$ cat config.mk
export PLATFORM = sky130hd
export DESIGN_NAME = seg_scan_n
export DESIGN_NICKNAME = d
export VERILOG_FILES = /design/src/rtl/seg_scan_n.sv
export SDC_FILE = /design/constraint.sdc
export NUM_CORES = 1
export LEC_CHECK = 0
export BUFFER_PORTS_ARGS = -buffer_cell sky130_fd_sc_hd__buf_2
export CORE_ASPECT_RATIO = 1.1
export CORE_UTILIZATION = 50
export DETAILED_ROUTE_END_ITERATION = 7
export PLACE_DENSITY = 0.68
export SLEW_MARGIN = 20
export SYNTH_ARGS = -nofsm -noshare
export SYNTH_HDL_FRONTEND = slang
export SYNTH_SLANG_ARGS = --single-unit
$ cat constraint.sdc
create_clock -name clk_24m -period 3.02 [get_ports clk_24m]
set_clock_uncertainty 0.05 [all_clocks]
set_input_delay 0.604 -clock clk_24m [delete_from_list [all_inputs] [get_ports clk_24m]]
set_output_delay 0.604 -clock clk_24m [all_outputs]
set_load 0.02 [all_outputs]
$ cat src/rtl/seg_scan_n.sv
// Multi-digit common-anode 7-segment scan driver with a sequential binary-to-BCD
// converter, leading-zero blanking, decimal points, overflow dashes and blink.
module seg_scan_n #(
  parameter int DIGITS    = 4,
  parameter int DATA_W    = 14,
  parameter int SCAN_DIV  = 65536,
  parameter int BLINK_DIV = 12000000
) (
  input  logic              clk_24m,
  input  logic              rst_n,
  input  logic [DATA_W-1:0] data_in,
  input  logic              data_valid,
  input  logic              blank_lz,
  input  logic [DIGITS-1:0] dp_mask,
  input  logic              blink_en,
  output logic              busy,
  output logic [7:0]        sm_seg,
  output logic [DIGITS-1:0] sm_bit
);

  localparam int BCD_W = 4 * DIGITS;
  localparam int IDX_W = (DIGITS > 1) ? $clog2(DIGITS) : 1;
  localparam int CNT_W = (DATA_W > 1) ? $clog2(DATA_W) : 1;
  localparam int SC_W  = (SCAN_DIV > 1) ? $clog2(SCAN_DIV) : 1;
  localparam int BL_W  = (BLINK_DIV > 1) ? $clog2(BLINK_DIV) : 1;
  localparam logic [63:0] MAX_VAL = 64'(10 ** DIGITS) - 64'd1;

  typedef enum logic [1:0] {IDLE, SHIFT, LOAD} state_t;

  state_t            state, state_nx;
  logic [DATA_W-1:0] bin_sr, bin_sr_nx;
  logic [BCD_W-1:0]  bcd_sr, bcd_sr_nx, bcd_adj;
  logic [CNT_W-1:0]  bit_cnt, bit_cnt_nx;
  logic              ovf_pend, ovf_pend_nx;
  logic [BCD_W-1:0]  disp_bcd, disp_bcd_nx;
  logic              disp_ovf, disp_ovf_nx;

  logic [SC_W-1:0]   scan_cnt;
  logic [IDX_W-1:0]  dig_idx;
  logic [BL_W-1:0]   blink_cnt;
  logic              blink_on;

  logic [3:0]        cur_nib;
  logic              blank_cur;
  logic [7:0]        seg_nx;
  logic [DIGITS-1:0] bit_nx;

  function automatic logic [6:0] seg7(input logic [3:0] nib);
    case (nib)
      4'd0:    seg7 = 7'h40;
      4'd1:    seg7 = 7'h79;
      4'd2:    seg7 = 7'h24;
      4'd3:    seg7 = 7'h30;
      4'd4:    seg7 = 7'h19;
      4'd5:    seg7 = 7'h12;
      4'd6:    seg7 = 7'h02;
      4'd7:    seg7 = 7'h78;
      4'd8:    seg7 = 7'h00;
      4'd9:    seg7 = 7'h10;
      default: seg7 = 7'h40;
    endcase
  endfunction

  assign busy = (state != IDLE);

  always_comb begin
    state_nx    = state;
    bin_sr_nx   = bin_sr;
    bcd_sr_nx   = bcd_sr;
    bit_cnt_nx  = bit_cnt;
    ovf_pend_nx = ovf_pend;
    disp_bcd_nx = disp_bcd;
    disp_ovf_nx = disp_ovf;
    bcd_adj     = bcd_sr;
    for (int unsigned i = 0; i < DIGITS; i++)
      if (bcd_sr[4*i +: 4] >= 4'd5) bcd_adj[4*i +: 4] = bcd_sr[4*i +: 4] + 4'd3;
    unique case (state)
      IDLE: if (data_valid) begin
        state_nx    = SHIFT;
        bin_sr_nx   = data_in;
        bcd_sr_nx   = '0;
        bit_cnt_nx  = '0;
        ovf_pend_nx = (64'(data_in) > MAX_VAL);
      end
      SHIFT: begin
        bcd_sr_nx  = {bcd_adj[BCD_W-2:0], bin_sr[DATA_W-1]};
        bin_sr_nx  = {bin_sr[DATA_W-2:0], 1'b0};
        bit_cnt_nx = bit_cnt + 1'b1;
        if (bit_cnt == CNT_W'(DATA_W - 1)) state_nx = LOAD;
      end
      LOAD: begin
        disp_bcd_nx = bcd_sr;
        disp_ovf_nx = ovf_pend;
        state_nx    = IDLE;
      end
      default: state_nx = IDLE;
    endcase
  end

  always_ff @(posedge clk_24m) begin
    if (!rst_n) begin
      state    <= IDLE;
      bin_sr   <= '0;
      bcd_sr   <= '0;
      bit_cnt  <= '0;
      ovf_pend <= 1'b0;
      disp_bcd <= '0;
      disp_ovf <= 1'b0;
    end else begin
      state    <= state_nx;
      bin_sr   <= bin_sr_nx;
      bcd_sr   <= bcd_sr_nx;
      bit_cnt  <= bit_cnt_nx;
      ovf_pend <= ovf_pend_nx;
      disp_bcd <= disp_bcd_nx;
      disp_ovf <= disp_ovf_nx;
    end
  end

  // A digit blanks only when it and every digit above it are zero; digit 0 never blanks
  always_comb begin
    cur_nib   = disp_bcd[{dig_idx, 2'b00} +: 4];
    blank_cur = blank_lz && (dig_idx != '0);
    for (int unsigned i = 0; i < DIGITS; i++)
      if ((IDX_W'(i) >= dig_idx) && (disp_bcd[4*i +: 4] != 4'd0)) blank_cur = 1'b0;
    if (disp_ovf)       seg_nx = {~dp_mask[dig_idx], 7'h3F};
    else if (blank_cur) seg_nx = {~dp_mask[dig_idx], 7'h7F};
    else                seg_nx = {~dp_mask[dig_idx], seg7(cur_nib)};
    bit_nx = '1;
    if (!(blink_en && !blink_on)) bit_nx[dig_idx] = 1'b0;
  end

  always_ff @(posedge clk_24m) begin
    if (!rst_n) begin
      scan_cnt  <= '0;
      dig_idx   <= '0;
      blink_cnt <= '0;
      blink_on  <= 1'b1;
      sm_bit    <= '1;
      sm_seg    <= '1;
    end else begin
      if (scan_cnt == SC_W'(SCAN_DIV - 1)) begin
        scan_cnt <= '0;
        dig_idx  <= (dig_idx == IDX_W'(DIGITS - 1)) ? '0 : dig_idx + 1'b1;
      end else begin
        scan_cnt <= scan_cnt + 1'b1;
      end
      if (blink_cnt == BL_W'(BLINK_DIV - 1)) begin
        blink_cnt <= '0;
        blink_on  <= ~blink_on;
      end else begin
        blink_cnt <= blink_cnt + 1'b1;
      end
      sm_bit <= bit_nx;
      sm_seg <= seg_nx;
    end
  end

endmodule

* Word-level counts from Yosys, hierarchy flattened
Memory sizes are Yosys's and may differ from the RTL's.
Index checks and enable logic that the tools add are counted.
** Word-level totals
- Bits in latches :: 0
- Output and inout bits :: 13
- Input bits :: 23
- Memory bits (writable) :: 0
- Memories :: 1
- Register bits after elaboration :: 109
- Memory bits (read-only) :: 112
** Operators by class
- Reduce and logical (&&, ||, !) cells :: 23
- Bitwise operators :: 4
- Magnitude comparators :: 11
- Divide/modulo/power cells :: 0
- Shift operators :: 1
- Multiply operators :: 0
- Muxes and demuxes :: 24
- Equal/unequal tests :: 8
- Add/sub/neg operators :: 8
** Memories
- (name not given) :: words 16, width 7, read ports 1, clocked after memory_dff 0, write ports 0, line 49 : case (nib)
** Operators with widths (number)
- case mux 16 bit (2 select lines) :: 1
- case mux 14 bit (2 select lines) :: 1
- adder 24 x 1 -> 24 bit, second input constant :: 1
- == test 24 bit, second input constant :: 1
- adder 16 x 1 -> 16 bit, second input constant :: 1
- == test 16 bit, second input constant :: 1
- greater-or-equal comparator 4 x 3 -> 1 bit, second input constant :: 4
- 2-to-1 mux 16 bit :: 1
- 2-to-1 mux 4 bit :: 4
- nonzero test 4 bit :: 4
- variable part select 16 x 5 -> 4 bit :: 1
- greater-than comparator 14 bit, second input constant :: 1
- 2-to-1 mux 14 bit :: 1
- 2-to-1 mux 7 bit :: 2
- adder 4 x 2 -> 4 bit, second input constant :: 3
- case mux 4 bit (2 select lines) :: 1
- logical AND 1 bit :: 7
- 2-to-1 mux 1 bit :: 6
- 2-to-1 mux 2 bit :: 3
- AND reduction 2 bit :: 3
- nonzero test 2 bit :: 3
- OR reduction 2 bit :: 3
- adder 4 x 1 -> 4 bit, second input constant :: 1
- == test 2 bit, second input constant :: 2
- other kinds (18) :: 23

* Depth between registers and ports, before layout
- Depth in word-level cells :: 8
- Mapped depth :: 8
- Depth with buffers taken out :: 7

* Worst setup path after synthesis
No wires, ideal clock.
- Path kind :: register -> register
- Start point :: register dig_idx[1]
- End point :: register sm_seg[4]
- Cell stages (with the launch flop) :: 8
- Arrival time :: 2.006 ns
- Library setup time :: 0.079 ns
- Path buffers :: 1
- Path slack :: 0.885 ns
- Cell sequence :: dfxtp_1 -> clkbuf_1 -> inv_1 -> ha_1 -> or4b_2 -> nor4_1 -> nor3b_1 -> o211ai_1
** Between the ends
- Cells in the longest elaborated chain, start to end :: 7
- Elaborated cells on any way between the ends :: 17
- Those cells by class :: order compare (4); shift (1); mux (4); reduce/logical (7); memory (1)
** RTL lines
- start, declared :: line 39 : logic [IDX_W-1:0] dig_idx;
- start signal, assigned :: line 144 : dig_idx <= (dig_idx == IDX_W'(DIGITS - 1)) ? '0 : dig_idx + 1'b1;
- branches (longest 7 deep; another with memory read (16 x 7 bit))
- end signal, assigned :: line 155 : sm_seg <= seg_nx;
- end, declared :: line 17 : output logic [7:0] sm_seg,
Several ways; the timed one is not identified.
A chain may end at the register's enable or synchronous reset.

* Worst setup path after layout
- Start point :: register dig_idx[0]
- End point :: register sm_seg[0]
The elaborated chain is that of the path after synthesis.

==> reports/metrics.yaml <==
status:
  status: "finished with violations"
  violations: "design-rule violations"
final_layout:
  antenna_cells: 0
  area_delta_synth_final_pct: 8.78
  seqCellArea_um2: 2180
  final_nets: 643
  multi_input_area_um2: 2680
  fill_cells: 893
  drive_above_1_share_pct: 12.3
global_routing:
  grtUsageTotal_pct: 19.6
  grt_max_degree: 52
  grt_use_met1_pct: 24.3
  met3_usage_pct: 4.94
  grt_pass1_vias: 3702
  antenna_found_initial: 0
  use_met2_pct: 33.2
  grt_overflow: 0
  grt_pass1_wl_um: 16700
  busiest_layer: "met2"
setup_path:
  crit_chain: "inv_1 -> ha_1 -> or4b_2 -> nor4_1 -> nor3b_1 -> o21ai_0"
  worstSetupStartpointType: "register"
  path_class: "reg -> reg"
  critPathBufInv: 1
  rr_endpoint: "sm_seg[0]"
  crit_family: "simple AND/OR/NAND/NOR gates"
  slowest_delay_ns: 0.65
  end_kind: "register"
  timing.critical_path.fanout_max: 11
  critical_path_required_ns: 3.27
  rrSetupSlack_ns: 0.61
  critPathSlowestCell: "dfxtp_1"
  crit_arrival_ns: 2.66
  r2r-start: "dig_idx[0]"
  rr_worst_depth: 6
logic_synthesis:
  synthFlopType: "dfxtp_1"
  syn_area_um2: 5050
  syn_nets: 620
  syn_area_per_cell_um2: 8.76
  syn_inst: 576
  synth_edf_count: 0
  synth_seq_area_share_pct: 43.2
  synthArstFlopShare_pct: 0
  synth_cell_type_count: 49
  yosysWarningCount: 0
  synth-seq-cells: 109
power:
  power.leakage_nw: 1.97
  power_density_nw_per_um2: 457
  peakVddDrop_v: 0.000295
  finalPower_mw: 2.51
drt:
  routed_wl_um: 9640
  vias: 3979
  route.detailed.drc: 6
  drt.antenna.violating_nets: 0
  drtPass1Iterations: 6
  drtIter0Drc: 177
  avgRoutedWirePerCell_um: 13.3
  vias_per_cell: 5.50
hold_path:
  min_path_cells: 1
  hold_path.class: "reg -> reg"
  min_to: "blink_cnt[0]"
  worstHoldStart: "blink_cnt[0]"
floorplan:
  die-area_um2: 10500
  core_um2: 9840
  die_y_um: 107
  row_count: 38
  pin_count: 36
  die_w_um: 97.8
  start_util_pct: 51.3
clocking:
  cts_root_buffer: "clkbuf_8"
  cts_tree: "built"
  ctsResizeCount: 0
  htreeDepth: 3
  clock_latency_ns: 0.38
  cts_buffers: 9
  cts_buffer_depth: 2
  cts_setup_buffers: 0
  cts_hold_buffers: 0
  cts_sinks: 109
  clkTransAtPathRegs_ns: 0.10
timing:
  fmax_mhz: 414
  drv_slew: 0
  slew_headroom_pct: 52.3
  period_minus_slack_ns: 2.41
  setup_violations: 0
  hold_viol_final: 0
  tns_ns: 0
  rsz0062_at_grt: "no"
  tightest_slew_ns: 0.716
  fin_crit_sh_pct: 79.9
run:
  cap_violations: 0
placement:
  dpl.hpwl_um: 6700
  place.gp.congestion: 0.819
  io_buffers: 35
[sequential cells by signal, summed over array words and instances, names as in the netlist]
| signal | count |
|---|---|
| sm_bit | 4 |
| dig_idx | 2 |
| blink_on | 1 |
| disp_ovf | 1 |
| state | 2 |
| sm_seg | 8 |
| disp_bcd | 16 |
| bin_sr | 14 |
| bit_cnt | 4 |
| ovf_pend | 1 |
| bcd_sr | 16 |
| scan_cnt | 16 |
| blink_cnt | 24 |
[kinds of logic (layout without fill, tap and decap cells)]
group | after synthesis | in the layout | synth area share [%]
flip-flops | 109 | 109 | 43.2
buffers and inverters | 46 | 74 | 3.64
AND/OR/NAND/NOR | 256 | 256 | 25.0
AO/OA/AOI/OAI | 94 | 94 | 12.6
multiplexers | 10 | 10 | 3.30
adder cells (fa/ha/maj) | 21 | 21 | 5.21
XOR/XNOR | 40 | 40 | 6.94
[report_power, final]
part / leakage (nW) / switching [mW] / internal (mW)
Sequential: 0.886 / 0.0200 / 1.47
Combinational: 0.986 / 0.0996 / 0.0583
Clock: 0.103 / 0.490 / 0.371
Total: 1.97 / 0.609 / 1.90
[per-stage QoR]
stage	hold slack, ns	cell area [um^2]	cells	worst slack (ns)	util [%]
2_1_floorplan	0.371	5050	576	0.885	-
3_3_place_gp	0.389	5290	708	0.759	53.8
3_5_place_dp	0.403	5290	708	0.626	53.8
4_1_cts	0.411	5490	724	0.596	55.8
5_1_grt	0.429	5490	724	0.372	55.8
6_report	0.424	5490	724	0.606	55.8
[synth_stat cells (5+ instances only)]
master / count / area share, %
dfxtp_1: 109 / 43
nand2_1: 72 / 5.4
nor2_1: 61 / 4.5
nand3_1: 33 / 3.3
a21boi_0: 32 / 4.8
xnor2_1: 27 / 4.7
o21ai_0: 26 / 2.6
clkbuf_1: 23 / 1.7
ha_1: 21 / 5.2
and2_1: 18 / 2.2
inv_1: 18 / 1.3
nor3_1: 17 / 1.7
xor2_1: 13 / 2.3
nand4_1: 11 / 1.4
a21oi_1: 10 / 0.99
o221ai_1: 9 / 1.6
nor2b_1: 8 / 0.99
nand2b_1: 7 / 0.87
and3_1: 6 / 0.74
nor4_1: 6 / 0.74
mux4_2: 5 / 2.2
[layout by cell type, fill, tap and decap left out, types with 2 or more instances in the layout]
master,n
o21ai_0,26
and4_2,2
and4_1,4
mux2_2,3
and2_1,18
o221ai_1,9
xor2_1,13
nor2_1,61
clkbuf_8,12
and3_1,6
clkinv_4,3
buf_4,5
mux4_2,5
nor4_1,6
or4b_2,2
a21boi_0,32
nand3_1,33
nor3_1,17
inv_1,18
o21a_1,3
a21oi_1,10
a22oi_1,4
nand2b_1,7
nand4_1,11
nand2_1,72
xnor2_1,27
nor2b_1,8
buf_2,35
dfxtp_1,109
o211ai_1,3
ha_1,21
mux2i_1,2
[worst max-delay path by stage]
stage / startpoint / to / slack, ns / cells after the start
floorplan: dig_idx[1] / sm_seg[4] / 0.89 / 7
global placement: dig_idx[0] / sm_seg[4] / 0.76 / 6
detailed placement: dig_idx[0] / sm_seg[0] / 0.63 / 6
CTS: dig_idx[0] / sm_seg[0] / 0.60 / 6
global route: dig_idx[0] / sm_seg[4] / 0.37 / 6
finish: dig_idx[0] / sm_seg[0] / 0.61 / 6
[metal layers]
metal | up-vias | wire (um)
met5 | - | 0
met4 | 0 | 99
met3 | 8 | 328
met2 | 70 | 4550
met1 | 1871 | 4670
li1 | 2030 | -
[final cells by class]
class	count	area share [%]
clock inverter	4	0.570
timing repair buffer	40	3.88
sequential	109	39.8
clock buffer	12	3.01
inverter	18	1.23
tap	120	2.74
multi-input combinational	421	48.8
No activity file was read; power rests on OpenSTA's default activity.
